**config.mk**
```make
export PLATFORM = sky130hd
export DESIGN_NAME = lmi_iram_arb
export DESIGN_NICKNAME = d
export VERILOG_FILES = /design/src/rtl/lmi_iram_arb.sv
export SDC_FILE = /design/constraint.sdc
export NUM_CORES = 1
export LEC_CHECK = 0
export ABC_AREA = 0
export CELL_PAD_IN_SITES_DETAIL_PLACEMENT = 1
export CELL_PAD_IN_SITES_GLOBAL_PLACEMENT = 1
export CORE_ASPECT_RATIO = 0.9
export CORE_MARGIN = 4
export CORE_UTILIZATION = 27
export CTS_CLUSTER_DIAMETER = 40
export CTS_CLUSTER_SIZE = 20
export DETAILED_ROUTE_END_ITERATION = 6
export HOLD_SLACK_MARGIN = 0.08
export PLACE_DENSITY_LB_ADDON = 0.25
export SETUP_SLACK_MARGIN = 0.4
export SYNTH_ARGS = -nofsm -noshare
export SYNTH_HDL_FRONTEND = slang
export SYNTH_SLANG_ARGS = --single-unit
```
**constraint.sdc**
```tcl
create_clock -name CLK -period 2 [get_ports CLK]
set_input_delay 0.4 -clock CLK [delete_from_list [all_inputs] [get_ports CLK]]
set_output_delay 0.4 -clock CLK [all_outputs]
set_load 0.005 [all_outputs]
```
**src/rtl/lmi_iram_arb.sv**
```systemverilog
// lmi_iram_arb: shares a single-ported IRAM between the IF and LS ports.
// Define LMI_IRAM_ARB_RR_EN for round-robin instead of LS priority + starve.
module lmi_iram_arb #(
  parameter int RAM_AW      = 10,
  parameter int WAIT_STATES = 1,
  parameter int STARVE_MAX  = 4
) (
  input  logic              CLK,
  input  logic              RST,
  input  logic [15:0]       IRAM_BASE,
  input  logic [11:0]       IRAM_TOP,
  input  logic              IF_REQ,
  input  logic [31:0]       IF_ADDR,
  output logic              IF_ACK,
  output logic              IF_RVALID,
  output logic              IF_ERR,
  input  logic              LS_REQ,
  input  logic              LS_WE,
  input  logic [31:0]       LS_ADDR,
  input  logic [3:0]        LS_BE,
  input  logic [31:0]       LS_WDATA,
  output logic              LS_ACK,
  output logic              LS_RVALID,
  output logic              LS_ERR,
  output logic [31:0]       RDATA,
  output logic              RAM_CS,
  output logic              RAM_WE,
  output logic [RAM_AW-1:0] RAM_ADDR,
  output logic [3:0]        RAM_BE,
  output logic [31:0]       RAM_WDATA,
  input  logic [31:0]       RAM_RDATA
);

  typedef enum logic [1:0] {
    S_IDLE,
    S_ACCESS,
    S_WAIT
  } state_e;

  localparam logic [2:0] WS = 3'(WAIT_STATES);

  state_e            state_q, state_d;
  logic [2:0]        cnt_q, cnt_d;
  logic              owner_q, owner_d;
  logic              we_q, we_d;
  logic [RAM_AW-1:0] addr_q, addr_d;
  logic [3:0]        be_q, be_d;
  logic [31:0]       wdata_q, wdata_d;
  logic              if_err_q, if_err_d;
  logic              ls_err_q, ls_err_d;

`ifdef LMI_IRAM_ARB_RR_EN
  logic              last_q, last_d;
`else
  localparam logic [3:0] SMAX = 4'(STARVE_MAX);
  logic [3:0]        starve_q, starve_d;
`endif

  logic if_hit, ls_hit;
  logic if_cand, ls_cand, if_win;
  logic acc, rvalid;
  logic unused_addr;

  assign unused_addr = ^{IF_ADDR[1:0], LS_ADDR[1:0]};

  always_comb begin
    if_hit = (IF_ADDR[31:16] == IRAM_BASE) &&
             (IF_ADDR[15:4] <= IRAM_TOP);
    ls_hit = (LS_ADDR[31:16] == IRAM_BASE) &&
             (LS_ADDR[15:4] <= IRAM_TOP);
    if_cand = IF_REQ & if_hit;
    ls_cand = LS_REQ & ls_hit;
`ifdef LMI_IRAM_ARB_RR_EN
    // last_q = 1 means LS was granted last
    if_win = if_cand & (~ls_cand | last_q);
`else
    if_win = if_cand & (~ls_cand | (starve_q == SMAX));
`endif
  end

  always_comb begin
    state_d  = state_q;
    cnt_d    = cnt_q;
    owner_d  = owner_q;
    we_d     = we_q;
    addr_d   = addr_q;
    be_d     = be_q;
    wdata_d  = wdata_q;
    if_err_d = 1'b0;
    ls_err_d = 1'b0;
`ifdef LMI_IRAM_ARB_RR_EN
    last_d   = last_q;
`else
    starve_d = starve_q;
`endif
    unique case (state_q)
      S_IDLE: begin
        if_err_d = IF_REQ & ~if_hit;
        ls_err_d = LS_REQ & ~ls_hit;
        if (if_cand | ls_cand) begin
          state_d = S_ACCESS;
          owner_d = ~if_win;
          we_d    = ~if_win & LS_WE;
          addr_d  = if_win ? IF_ADDR[RAM_AW+1:2]
                           : LS_ADDR[RAM_AW+1:2];
          be_d    = if_win ? 4'hF : LS_BE;
          wdata_d = if_win ? 32'h0 : LS_WDATA;
`ifdef LMI_IRAM_ARB_RR_EN
          last_d  = ~if_win;
`else
          if (if_win)
            starve_d = 4'd0;
          else if (if_cand && starve_q != SMAX)
            starve_d = starve_q + 4'd1;
`endif
        end
      end
      S_ACCESS: begin
        state_d = we_q ? S_IDLE : S_WAIT;
        cnt_d   = WS;
      end
      S_WAIT: begin
        cnt_d = cnt_q - 3'd1;
        if (cnt_q == 3'd1)
          state_d = S_IDLE;
      end
      default: state_d = S_IDLE;
    endcase
  end

  always_ff @(posedge CLK or posedge RST) begin
    if (RST) begin
      state_q  <= S_IDLE;
      cnt_q    <= 3'd0;
      owner_q  <= 1'b0;
      we_q     <= 1'b0;
      addr_q   <= '0;
      be_q     <= 4'h0;
      wdata_q  <= 32'h0;
      if_err_q <= 1'b0;
      ls_err_q <= 1'b0;
`ifdef LMI_IRAM_ARB_RR_EN
      last_q   <= 1'b0;
`else
      starve_q <= 4'd0;
`endif
    end else begin
      state_q  <= state_d;
      cnt_q    <= cnt_d;
      owner_q  <= owner_d;
      we_q     <= we_d;
      addr_q   <= addr_d;
      be_q     <= be_d;
      wdata_q  <= wdata_d;
      if_err_q <= if_err_d;
      ls_err_q <= ls_err_d;
`ifdef LMI_IRAM_ARB_RR_EN
      last_q   <= last_d;
`else
      starve_q <= starve_d;
`endif
    end
  end

  assign acc    = (state_q == S_ACCESS);
  assign rvalid = (state_q == S_WAIT) && (cnt_q == 3'd1);

  assign IF_ACK    = acc & ~owner_q;
  assign LS_ACK    = acc & owner_q;
  assign IF_RVALID = rvalid & ~owner_q;
  assign LS_RVALID = rvalid & owner_q;
  assign IF_ERR    = if_err_q;
  assign LS_ERR    = ls_err_q;
  assign RDATA     = rvalid ? RAM_RDATA : 32'h0;

  // RAM bus is quiet outside the access cycle
  assign RAM_CS    = acc;
  assign RAM_WE    = acc & we_q;
  assign RAM_ADDR  = acc ? addr_q : '0;
  assign RAM_BE    = acc ? be_q : 4'h0;
  assign RAM_WDATA = acc ? wdata_q : 32'h0;

endmodule

```
After elaboration in Yosys (flattened, before gate mapping):

Cells that the tools add are included.

* add/sub/neg operators: 2
* magnitude comparators: 2
* eq/ne operators: 9
* muxes and demuxes: 16
* bitwise logic cells: 18
* reduce and logical (&&, ||, !) cells: 10

Operators by type and width (number)
* $mux 32: 3
* $eq 16x16->1: 2
* $le 12x12->1: 2
* $mux 10: 2
* $mux 4: 4
* $and 1x1->1: 11
* $mux 2: 3
* $pmux 2 s3: 1
* $pmux 3 s2: 1
* $not 1->1: 5
* $add 4x1->4 const B: 1
* $eq 4x3->1 const B: 1
* $logic_and 1x1->1: 4
* $ne 2x2->1 const B: 2
* $ne 4x3->1 const B: 1
* $reduce_and 2->1: 2
* $reduce_bool 2->1: 2
* $eq 3x1->1 const B: 1
* $reduce_and 3->1: 1
* $sub 3x1->3 const B: 1
* $eq 2x1->1 const B: 1
* $eq 2x2->1 const B: 1
* $logic_not 2->1: 1
* $mux 1: 2
* $or 1x1->1: 2

* bits in registers: 59
* bits of input ports: 165
* word-level logic and storage cells: 67

Longest topological paths before layout:

Gate-level depths: netlist (run 1).

* word-level depth: 8
* mapped depth: 11

Worst setup path before layout (run 1):

OpenSTA, ideal clock, no wires.

* path type: input to register
* start point: input IRAM_TOP[10]
* end point: register addr_q[0]
* data arrival time: 2.735 ns
* data required time: 1.875 ns
* setup slack: -0.859 ns
* cell stages on the path: 10
* path through: inv_1 -> ha_1 -> nand4_1 -> or4_4 -> and3b_4 -> a211oi_4 -> o311a_1 -> buf_6 -> mux2_1 -> mux2_2

* cells in the longest elaborated chain, start to end: 7
* elaborated cells on any way between the ends: 12
* those cells by class: 2 x order compare; 1 x mux; 6 x bitwise; 3 x reduce/logical

RTL lines
* start: declaration: RTL line 11 `input logic [11:0] IRAM_TOP,`
* $le 12x12->1: RTL line 70 `(LS_ADDR[15:4] <= IRAM_TOP);`
* $logic_and 1x1->1: RTL line 69 `ls_hit = (LS_ADDR[31:16] == IRAM_BASE) &&`
* $and 1x1->1: RTL line 72 `ls_cand = LS_REQ & ls_hit;`
* $not 1->1: RTL line 77 `if_win = if_cand & (~ls_cand | (starve_q == SMAX));`
* $or 1x1->1: RTL line 77
* $and 1x1->1: RTL line 77
* $mux 10: RTL line 104 `addr_d = if_win ? IF_ADDR[RAM_AW+1:2]`
* end signal: assignment: RTL line 152 `addr_q <= addr_d;`
* end: declaration: RTL line 46 `logic [RAM_AW-1:0] addr_q, addr_d;`

Several ways; a longest one is shown, not always the timed one.
A chain may end at the register's enable or synchronous reset.

Final worst setup path (run 1):

* start point: input IRAM_TOP[10]
* end point: register addr_q[9]

Same word-level chain as after synthesis.

==> impl_metrics.tcl, run 1 <==
set metrics [dict create \
    path_cells "buf_8, inv_12, ha_4, nand4_1, or4_4, and3b_4, a211oi_4, buf_4, buf_6, o2bb2ai_4, nand2_4, buf_12, mux2_4" \
    h-tree-depth 3 \
    worstRegToRegCells 10 \
    layout.nets 983 \
    synth.avg_cell_area_um2 9.87 \
    min_period_ps 2780 \
    viasPerCell 4.90 \
    total_power_w 0.00390 \
    synth-seq-cells 59 \
    synth_largest_area_cell "dfrtp_1" \
    slew_viol_final 0 \
    rsz0062_at_grt "yes" \
    area.growth.synth_to_final_pct 143 \
    stdcell_count 991 \
    min_to "addr_q[9]" \
    use_met1_pct 27.8 \
    grt_pass1_wl_um 32300 \
    grtUsageMet3_pct 6.18 \
    clkPwrFrac_pct 48.7 \
    min_from "IF_ADDR[11]" \
    setup_viol 139 \
    p_seq_share_pct 30.7 \
    period_share_pct 139 \
    syn_area_um2 4020 \
    rows 42 \
    syn_inst 407 \
    synth_top_area_share_pct 36.7 \
    r2r_setup_slack_ps -230 \
    dp_hpwl_um 12600 \
    port_buffers 246 \
    hold_viol_final 0 \
    hp-class "input pin to flop" \
    die_h_um 124 \
    cp_slowest_stage_delay_ps 570 \
    netSwitchingPower_w 0.000903 \
    maxCapViolCount 0 \
    synthArstFlopShare_pct 100 \
    gr-total-overflow 0 \
    ir_worst_vdd_uv 388 \
    clkTransAtPathRegs_ps 50 \
    grt_use_total_pct 25.2 \
    core-area_um2 14700 \
    cts_root_buf "clkbuf_16" \
    critPathKind "input pin to flop" \
    leakage_nw 4.62 \
    yosys-top-cells-area "dfrtp_1, and2_1, ha_1" \
    maxSlewHeadroom_pct 55.3 \
    synth-main-ff-cell "dfrtp_1" \
    wl_um 24100 \
    cp_slowest_cell "or4_4" \
    worst_pin_slew_ps 664 \
    pwr-share-comb_pct 20.6 \
    grt_util_met2_pct 48.1 \
    skew_ps 10.6 \
    synthDistinctLibCells 44 \
    cp.required_ps 2210 \
    max_freq_ghz 0.360 \
    setup_slack_ps -782 \
    syn-num-nets 603 \
    dieArea_um2 16900 \
    drt_iter0_markers 204 \
    start_util_pct 27.4 \
    cts_sinks 59 \
    synth-seq-area-share_pct 36.7 \
    r2r-end "wdata_q[4]" \
    start_kind "input pin" \
    cp.buffers_inverters 5 \
    ioPinCount 251 \
    p_int_w 0.00300 \
    r2r_start "state_q[1]" \
    hold_depth 3 \
    dp_worst_setup_slack_ps -1540 \
    critPathCaptureType "flop" \
    place_area_um2 7240 \
    numCtsBuffers 9 \
    synth-edff-count 0 \
    crit_fanout 6 \
    drc_errors 0 \
    fin_area_um2 9740 \
    power.density_nw_per_um2 400 \
    clockBufferDepth 2 \
    wire_per_inst_um 24.4 \
    sw_frac_of_total_pct 23.2 \
    cp_top_family "simple AND/OR/NAND/NOR gates" \
    grt_start_max_net_pins 60 \
    clock_latency_ps 340 \
    dp_cells 890 \
    antenna_found_initial 1 \
    drtAntennaViolNets 0 \
    die_x_um 137 \
    grt_pass1_vias 5560 \
    outcome "finished, violations left" \
    violations "negative setup slack" \
    yosysWarnings 0 \
    dr.pass1.iters 5 \
    cts_hold_buf 0 \
    fin_tns_setup_ps -61230 \
    gp_congestion 0.773 \
    grt.busiest_layer "met2" \
    arrival_ps 2990 \
    drive_above_1_share_pct 58.7 \
    tritoncts "built" \
    num_vias 4858 \
]
==> registers in the layout, indices dropped and copies added, names as in the netlist <==
register and count:
addr_q 10, be_q 4, IF_ERR 1, state_q 2, owner_q 1, we_q 1
starve_q 4, wdata_q 32, cnt_q 3, LS_ERR 1
==> power groups by stage <==
stage               clock (W)  combinational, W  sequential [W]
floorplan                   0          0.000183         0.00122
CTS                   0.00190          0.000741         0.00120
detailed placement          0          0.000651         0.00122
global route          0.00197          0.000862         0.00120
finish                0.00190          0.000802         0.00120
global placement            0          0.000630         0.00122
==> synth_stat cells, types with 3 or more instances <==
library cell	n
xor2_1	16
dfrtp_1	59
nor2_1	3
ha_1	31
inv_1	40
xnor2_1	16
a22oi_1	4
nor4_1	6
mux2_1	9
a21oi_1	10
and2_1	82
nor3_1	5
nand4_1	9
clkbuf_1	8
o221ai_1	3
mux2_2	10
o21ai_0	10
nand2_1	11
buf_6	5
buf_4	3
a22o_1	33
nand3_1	7
==> worst max-delay path by stage <==
stage,start,end,slack (ps),cells after the start
floorplan,IRAM_TOP[10],addr_q[0],-790,10
global route,IRAM_TOP[10],addr_q[9],-810,13
global placement,IRAM_TOP[10],addr_q[8],-1430,11
CTS,IRAM_TOP[5],addr_q[1],-740,12
finish,IRAM_TOP[10],addr_q[9],-780,13
detailed placement,IRAM_TOP[10],addr_q[8],-1540,11
==> placed cells by master (no fill, tap or decap), types with 3 or more instances in the layout <==
cell type	n
ha_4	25
clkdlybuf4s50_1	90
buf_2	11
dfrtp_1	59
a22o_1	33
clkbuf_8	3
xnor2_1	12
inv_4	9
buf_8	6
nand2_1	9
a21oi_1	6
inv_2	8
buf_4	57
mux2_4	16
inv_1	20
ha_1	6
buf_16	16
a22oi_2	4
nand4_1	9
nor4_2	3
and2_4	81
a21oi_2	3
buf_6	147
clkbuf_2	9
clkbuf_16	11
o21ai_0	7
buf_12	9
mux2_2	3
nand3_1	4
xor2_1	16
dlymetal6s2s_1	18
bufinv_16	3
xnor2_2	4
dlygate4sd2_1	19
==> tightest hold or removal path, cell delays in order <==
cell and delay, ps:
buf_6 90, mux2_4 150, mux2_4 150
==> final cells by class <==
cell class | count | area (um2)
Antenna cell | 1 | 2.50
Multi-Input combinational cell | 290 | 3190
Clock buffer | 12 | 267
Fill cell | 1416 | 4920
Clock inverter | 4 | 95.1
Sequential cell | 59 | 1480
Tap cell | 198 | 248
Inverter | 40 | 194
Timing Repair Buffer | 387 | 4270
==> metrics by stage <==
| step | utilization (%) | hold slack [ps] |
|---|---|---|
| after floorplan | - | 464 |
| after global placement | 49.4 | 480 |
| after detailed placement | 49.4 | 484 |
| after CTS | 62.3 | 446 |
| after global routing | 66.5 | 496 |
| final | 66.5 | 495 |
==> logic make-up (layout without fill, tap and decap cells) <==
kind of cell / Yosys count / count (layout) / share of synthesized area (%)
and+or+nand+nor: 134 / 134 / 20.2
AOI/OAI and AO/OA: 72 / 72 / 13.9
DFF: 59 / 59 / 36.7
buffers and inverters: 58 / 443 / 6.70
xor gates and xnor gates: 32 / 32 / 6.98
adders and majority gates: 31 / 31 / 9.65
muxes: 21 / 21 / 5.82
other: 0 / 1 / 0
==> repair_timing <==
action / CTS / global route
pin swaps: 66 / 63
resized for setup: 727 / 145
setup buffers: 53 / 13
setup endpoints to repair: 140 / 141
gates cloned: 16 / 2
==> per-layer routing <==
metal / vias up / wire length [um]
met4: 0 / 748
met1: 2419 / 8660
met5: - / 0
met2: 217 / 13300
met3: 55 / 1450
li1: 2167 / -
Note: power is estimated with default switching activity, not from simulation.
==> inputs of run 2 (changes only) <==
--- a/config.mk
+++ b/config.mk
@@ -9,7 +9,7 @@
 export CELL_PAD_IN_SITES_DETAIL_PLACEMENT = 1
 export CELL_PAD_IN_SITES_GLOBAL_PLACEMENT = 1
 export CORE_ASPECT_RATIO = 0.9
-export CORE_MARGIN = 4
+export CORE_MARGIN = 1.5
 export CORE_UTILIZATION = 27
 export CTS_CLUSTER_DIAMETER = 40
 export CTS_CLUSTER_SIZE = 20
==> run 2 against run 1 <==
Effect of this change:
- the run still ends with negative setup slack left
- worst hold slack got worse by 64 ps
- fmax grew 0.57%
- clock power shrank 28%
- via count fell by 2.7%
- critical path type unchanged
- highest routed layer unchanged
==> impl_metrics.tcl, run 2 (synthesis results as in run 1) <==
set metrics [dict create \
    outcome "finished, violations left" \
    violations "negative setup slack" \
    skew_ps 8.32 \
    rsz0062_at_grt "yes" \
    cp_slowest_cell "or4_4" \
    total_power_w 0.00334 \
    port_buffers 246 \
    largest_register_ffs 32 \
    pwr-share-comb_pct 23.2 \
    min_period_ps 2770 \
    setup_slack_ps -766 \
    cp_slowest_stage_delay_ps 550 \
    path_cells "clkbuf_4, inv_12, ha_4, nand4_1, or4_4, and3b_4, a211oi_4, buf_4, buf_8, o2bb2ai_4, nand2_8, clkbuf_16, a22o_1" \
    num_vias 4726 \
    netSwitchingPower_w 0.000809 \
    dr.pass1.iters 4 \
    final_common_cell "buf_6" \
    gp_congestion 0.881 \
    wl_um 21500 \
    cp.required_ps 2200 \
    drc_errors 0 \
    clkTransAtPathRegs_ps 50 \
    setup_viol 138 \
    hold_viol_final 0 \
    maxCapViolCount 0 \
    sw_frac_of_total_pct 24.2 \
    stdcell_count 998 \
    gr-total-overflow 0 \
    rows 42 \
    h-tree-depth 3 \
    top_register "wdata_q" \
    drt_iter0_markers 127 \
    critPathKind "input pin to flop" \
    dp_hpwl_um 12400 \
    maxSlewHeadroom_pct 68.7 \
    ir_worst_vdd_uv 405 \
    die_x_um 132 \
    die_h_um 119 \
    start_util_pct 27.5 \
    ioPinCount 251 \
    leakage_nw 4.56 \
    layout.nets 991 \
    grt_start_max_net_pins 38 \
    p_int_w 0.00253 \
    arrival_ps 2970 \
    dp_cells 893 \
    dieArea_um2 15600 \
    drive_above_1_share_pct 56.7 \
    wire_per_inst_um 21.5 \
    viasPerCell 4.74 \
    cp_top_family "simple AND/OR/NAND/NOR gates" \
    power.density_nw_per_um2 349 \
    max_freq_ghz 0.362 \
    crit_fanout 18 \
    hp-class "input pin to asynchronous set/reset pin" \
    clockBufferDepth 2 \
    cts_hold_buf 0 \
    worst_pin_slew_ps 464 \
    start_kind "input pin" \
    clkPwrFrac_pct 40.8 \
    tritoncts "built" \
    numCtsBuffers 9 \
    core-area_um2 14600 \
    dp_worst_setup_slack_ps -1490 \
    grt_pass1_wl_um 30100 \
    clock_latency_ps 320 \
    area.growth.synth_to_final_pct 138 \
    critPathCaptureType "flop" \
    p_seq_share_pct 36.0 \
    drtAntennaViolNets 0 \
    slew_viol_final 0 \
    period_share_pct 138 \
    grt_pass1_vias 5421 \
    cts_sinks 59 \
    antenna_found_initial 1 \
    grt_use_total_pct 24.8 \
    largestRegisters "wdata_q: 32 flops, addr_q: 10 flops" \
    cp.buffers_inverters 5 \
    final_cell_mix "buf_6, clkdlybuf4s50_1, and2_4, buf_4, dfrtp_1" \
    cts_root_buf "clkbuf_16" \
]
## run 2: changes by cell type in the layout (fill, tap and decap cells not counted), moves of 5 or more
cell | before | now
buf_16 | 16 | 11
clkdlybuf4s50_1 | 90 | 95
buf_4 | 57 | 64
mux2_2 | 3 | 8
mux2_4 | 16 | 11
dlymetal6s2s_1 | 18 | 13
clkdlybuf4s15_1 | 2 | 7
buf_6 | 147 | 141
## run 2: metrics by stage
step | hold slack (ps) | utilization [%] | area, um2 | TNS, ps
6_report | 431 | 65.5 | 9570 | -58440
2_1_floorplan | 464 | - | 4130 | -32390
3_3_place_gp | 479 | 49.8 | 7270 | -75100
5_1_grt | 456 | 65.5 | 9570 | -70860
3_5_place_dp | 486 | 49.8 | 7270 | -80080
4_1_cts | 418 | 61.5 | 8980 | -54150
## run 2: what timing repair did
item / in CTS / in global routing
setup endpoints to repair: 140 / 140
cloned: 11 / 4
hold endpoints to repair: 0 / 0
buffers inserted: 57 / 17
resized for setup: 700 / 117
pin swaps: 61 / 62
## run 2: area by class of cell
type                       instances  area [um2]
fill                            1508        5040
timing repair buffer             395        4290
clock inverter                     3        15.0
sequential                        59        1480
antenna                            1        2.50
inverter                          40         186
multi-input combinational        290        3110
clock buffer                      12         246
tap                              198         248
## run 2: worst register-to-register path, cell delays in order, from the launching register on
cell	delay, ps
dfrtp_1	370
inv_2	60
buf_4	130
buf_4	120
ha_1	320
and2_1	240
a2bb2oi_2	240
a31oi_4	60
buf_6	140
buf_12	140
a22o_1	210
## run 2: worst paths after layout
kind | slack (ps) | start | to | depth (start not counted)
worst max register to register | -140 | state_q[0] | wdata_q[21] | 10
worst min register to register | 500 | wdata_q[5] | wdata_q[5] | 1
max in group asynchronous | 1050 | RST | wdata_q[29] | 3
worst min-delay path | 430 | RST | wdata_q[23] | 2
worst max-delay path | -770 | IRAM_TOP[10] | wdata_q[28] | 13
min in group CLK | 460 | IF_ADDR[11] | addr_q[9] | 3
## run 2: per-layer routing
layer / GRT usage, % / vias to the layer above / routed length [um]
met2: 48.7 / 177 / 11700
met1: 26.8 / 2321 / 8030
met3: 5.02 / 42 / 1130
li1: - / 2186 / -
met5: 0 / - / 0
met4: 6.88 / 0 / 660
## run 2: power groups by stage
stage | clock (W) | combinational (W) | sequential, W
floorplan | 0 | 0.000183 | 0.00122
global placement | 0 | 0.000630 | 0.00122
detailed placement | 0 | 0.000650 | 0.00122
CTS | 0.00139 | 0.000716 | 0.00120
global route | 0.00144 | 0.000830 | 0.00120
finish | 0.00136 | 0.000775 | 0.00120
==> edit 1 (flow settings as in run 1) <==
Build with the macro `LMI_IRAM_ARB_RR_EN` defined.
--- a/src/rtl/lmi_iram_arb.sv
+++ b/src/rtl/lmi_iram_arb.sv
@@ -1,5 +1,7 @@
 // lmi_iram_arb: shares a single-ported IRAM between the IF and LS ports.
 // Define LMI_IRAM_ARB_RR_EN for round-robin instead of LS priority + starve.
+`define LMI_IRAM_ARB_RR_EN
+
 module lmi_iram_arb #(
   parameter int RAM_AW      = 10,
   parameter int WAIT_STATES = 1,
Check against the original RTL: not equivalent (Yosys sat finds a counterexample within 4 cycles, from zero or initial values and one cycle with RST high).
==> edit 1 against run 1 <==
  * The run still ends with negative setup slack left
  * Synthesized area down 1.3%
  * Worst setup slack better by 0.081 ns
  * Synthesized cell count up 7.4%
  * Total power down 25%
  * Cell area down 3.4%
  * Sequential cell count down 4
  * First-iteration DRC count up 28%
  * Routed wire length down 8.4%
  * Clock skew down 0.0066 ns
  * Global-route usage down 2.4 points
  * Largest cell class unchanged
==> edit 1: results <==
run_status:
  run_status: "finished, violations left"
  failed_checks: "negative setup slack"
clocking:
  cts_buffers: 5
  clkLatencyLatePin_ns: 0.30
  cts.sinks: 55
setup_path:
  cp_slowest_cell: "clkdlybuf4s50_1"
  worst-r2r-setup-slack_ns: 0.26
  arrival_ns: 2.94
  worstReg2RegEnd: "state_q[1]"
yosys:
  avgSynthCellArea_um2: 9.076
  ys_types: 46
  synth-seq-area-share: 0.3470
  synthTopCellsByArea: "dfrtp_1 (35%), and2_1 (13%), ha_1 (9.1%), xor2_1 (7.1%), inv_1 (5.2%)"
finish:
  buffers: 380
  nMultiInputCombCells: 309
  drive_above_1_share: 0.5757
  nonClockInverterCount: 55
placed_design:
  placed_area_mm2: 0.007132
  place_ws_ns: -1.230
power:
  p_leak_nw: 4.375
  intPower_w: 0.002157
drt:
  post_drt_wl_per_cell_um: 22.11
  initialDrtViolationCount: 262
  post_drt_via_cell_ratio: 4.786
sta:
  worstMarginPinSlew_ns: 0.5498
  worst_slack_ns: -0.7009
  setup_viol: 134
global_route:
  grt_pass1_vias: 5322
  grt_use_total: 0.2285
min_path:
  hold_start: "LS_ADDR[6]"
edit 1: kinds of logic after synthesis:
group | Yosys count | synth area share
buffers and inverters | 73 | 0.08833
XOR/XNOR | 32 | 0.07066
AND/OR/NAND/NOR | 168 | 0.2394
adder cells (fa/ha/maj) | 29 | 0.09148
AO/OA/AOI/OAI | 78 | 0.1577
multiplexers | 2 | 0.005363
flip-flops | 55 | 0.3470
edit 1: repair_timing:
action	4_1_cts	5_1_grt
buffers inserted	55	19
setup endpoints to repair	136	139
hold buffers	0	0
cloned	14	1
gates resized for setup	688	107
pin swaps	82	32
edit 1: layer usage:
| layer | part of all wire | wire, um | GRT usage |
|---|---|---|---|
| met1 | 0.37 | 8219 | 0.2647 |
| met2 | 0.55 | 12150 | 0.4325 |
| met3 | 0.050 | 1098 | 0.05085 |
| met4 | 0.029 | 640 | 0.04723 |
| met5 | 0 | 0 | 0 |
==> edit 2 (config.mk and constraints of run 1) <==
Made on the original files. Re-encode `state_e` (3 states) as one-hot, 3 bits wide.
--- a/src/rtl/lmi_iram_arb.sv
+++ b/src/rtl/lmi_iram_arb.sv
@@ -31,10 +31,10 @@
   input  logic [31:0]       RAM_RDATA
 );
 
-  typedef enum logic [1:0] {
-    S_IDLE,
-    S_ACCESS,
-    S_WAIT
+  typedef enum logic [2:0] {
+    S_IDLE   = 3'b001,
+    S_ACCESS = 3'b010,
+    S_WAIT   = 3'b100
   } state_e;
 
   localparam logic [2:0] WS = 3'(WAIT_STATES);
Formal check against the unedited RTL: no difference found for any inputs over 10 cycles, from zero or initial values and one cycle with RST high; not proved beyond that.
==> edit 2 against run 1 <==
  * The flow still finishes with violations (negative setup slack)
  * Worst setup slack worse by 0.044 ns
  * Synthesized area up 2.5%
  * Critical path type unchanged
  * Routed wire length down 8.1%
  * Sequential share of layout area rose by 0.38 points
  * Critical path depth is 1 higher
  * Cell area down 0.63%
  * Register-to-register slack about the same
  * Sequential cell count is 1 higher
  * Largest cell class unchanged
  * Maximum frequency down 1.6%
  * Total power fell by 4.3%
  * First-iteration DRC count is 47% lower
==> edit 2: results <==
run_status:
  run_status: "finished, violations left"
  failed_checks: "negative setup slack"
sta:
  fin_worst_skew_ns: 0.007046
  tns_ns: -58.23
  relSlewSlack: 0.6431
  worst_slack_ns: -0.8257
  setup_viol: 137
  hold_viol_final: 0
min_path:
  worstHoldPathType: "flop to flop"
  hold_start: "wdata_q[11]"
global_route:
  met1_usage: 0.2448
  grt_max_degree: 61
  antenna_found_initial: 0
  grt_use_total: 0.2300
  grt_util_met3: 0.04506
  use_met2: 0.4501
  grt_pass1_wl_mm: 31.82
setup_path:
  r2r-start: "starve_q[0]"
  crit_start: "IRAM_TOP[9]"
  cp_max_fo: 6
  arrival_ns: 3.04
power:
  p_switching_w: 0.0009083
  irDropWorstVdd_mv: 0.4443
  p_leak_nw: 4.512
placed_design:
  place_congestion: 0.8977
  place_ws_ns: -1.513
  place.detailed.instances: 912
  hpwl_mm: 13.14
  placed_area_mm2: 0.007545
yosys:
  ys_types: 52
  synthTopCellsByArea: "dfrtp_1 (36%), and2_1 (13%), ha_1 (8.5%), a22o_1 (7.0%), xnor2_1 (3.4%)"
  synth_compound_area_frac: 0.1480
  yosys-top-cells-count: "and2_1 (83), dfrtp_1 (59), a22o_1 (33), inv_1 (33), ha_1 (28)"
  synthMuxAreaShare: 0.06138
  avgSynthCellArea_um2: 10.04
  synth-seq-area-share: 0.3649
  yosys.area_share.adder: 0.08508
  synth_xor_area_frac: 0.06806
drt:
  num_vias: 4888
  initialDrtViolationCount: 109
  post_drt_wl_per_cell_um: 21.81
  post_drt_via_cell_ratio: 4.802
  drtPass1Iterations: 4
finish:
  drive_above_1_share: 0.5695
  n_fill_cell: 1474
  n_antenna_cell: 0
clocking:
  cts_buffers: 9
[edit 2: changes by cell type after synthesis, sizes merged, moves of 4 or more]
cell / delta
a22oi: -4
o21ai: -4
inv: -7
a21oi: +5
[edit 2: per-layer routing]
metal,share of wire,up-vias
li1,-,2255
met1,0.37,2418
met2,0.56,178
met3,0.043,37
met4,0.026,0
met5,0,-
[edit 2: layout make-up]
type	instances	area, um2	area share
Timing Repair Buffer	413	4302	0.4442
Multi-Input combinational cell	298	3161	0.3264
Sequential cell	60	1504	0.1553
Tap cell	198	247.7	0.02558
Clock buffer	10	229.0	0.02365
Inverter	33	152.6	0.01576
Clock inverter	6	87.58	0.009045
[edit 2: cell families (layout without fill, tap and decap cells)]
family                   Yosys count  count (layout)
AND/OR/NAND/NOR                  141             141
AO/OA/AOI/OAI                     76              76
flip-flops                        60              60
buffers and inverters             52             462
XOR/XNOR                          32              32
adder cells (fa/ha/maj)           28              28
multiplexers                      21              21
[edit 2: worst paths after layout]
kind                          endpoint  slack [ns]  cells past startpoint
setup / recovery             addr_q[2]       -0.83                     14
hold / removal             wdata_q[11]        0.52                      1
setup reg to reg             addr_q[3]       -0.23                      7
hold reg to reg            wdata_q[11]        0.52                      1
max in group asynchronous   state_q[0]        1.17                      3
min in group asynchronous  wdata_q[31]        0.53                      3
[edit 2: power by group through the flow]
stage	registers, W	clock network, W	logic, W
finish	0.00122	0.00169	0.000828
global route	0.00122	0.00179	0.000886
CTS	0.00122	0.00169	0.000747
detailed placement	0.00124	0	0.000690
global placement	0.00124	0	0.000667
floorplan	0.00124	0	0.000200
[edit 2: what timing repair did]
action	in CTS	in global routing
setup endpoints to repair	141	141
gates cloned	10	0
resized for setup	652	109
setup buffers	57	23
pin swaps	63	44
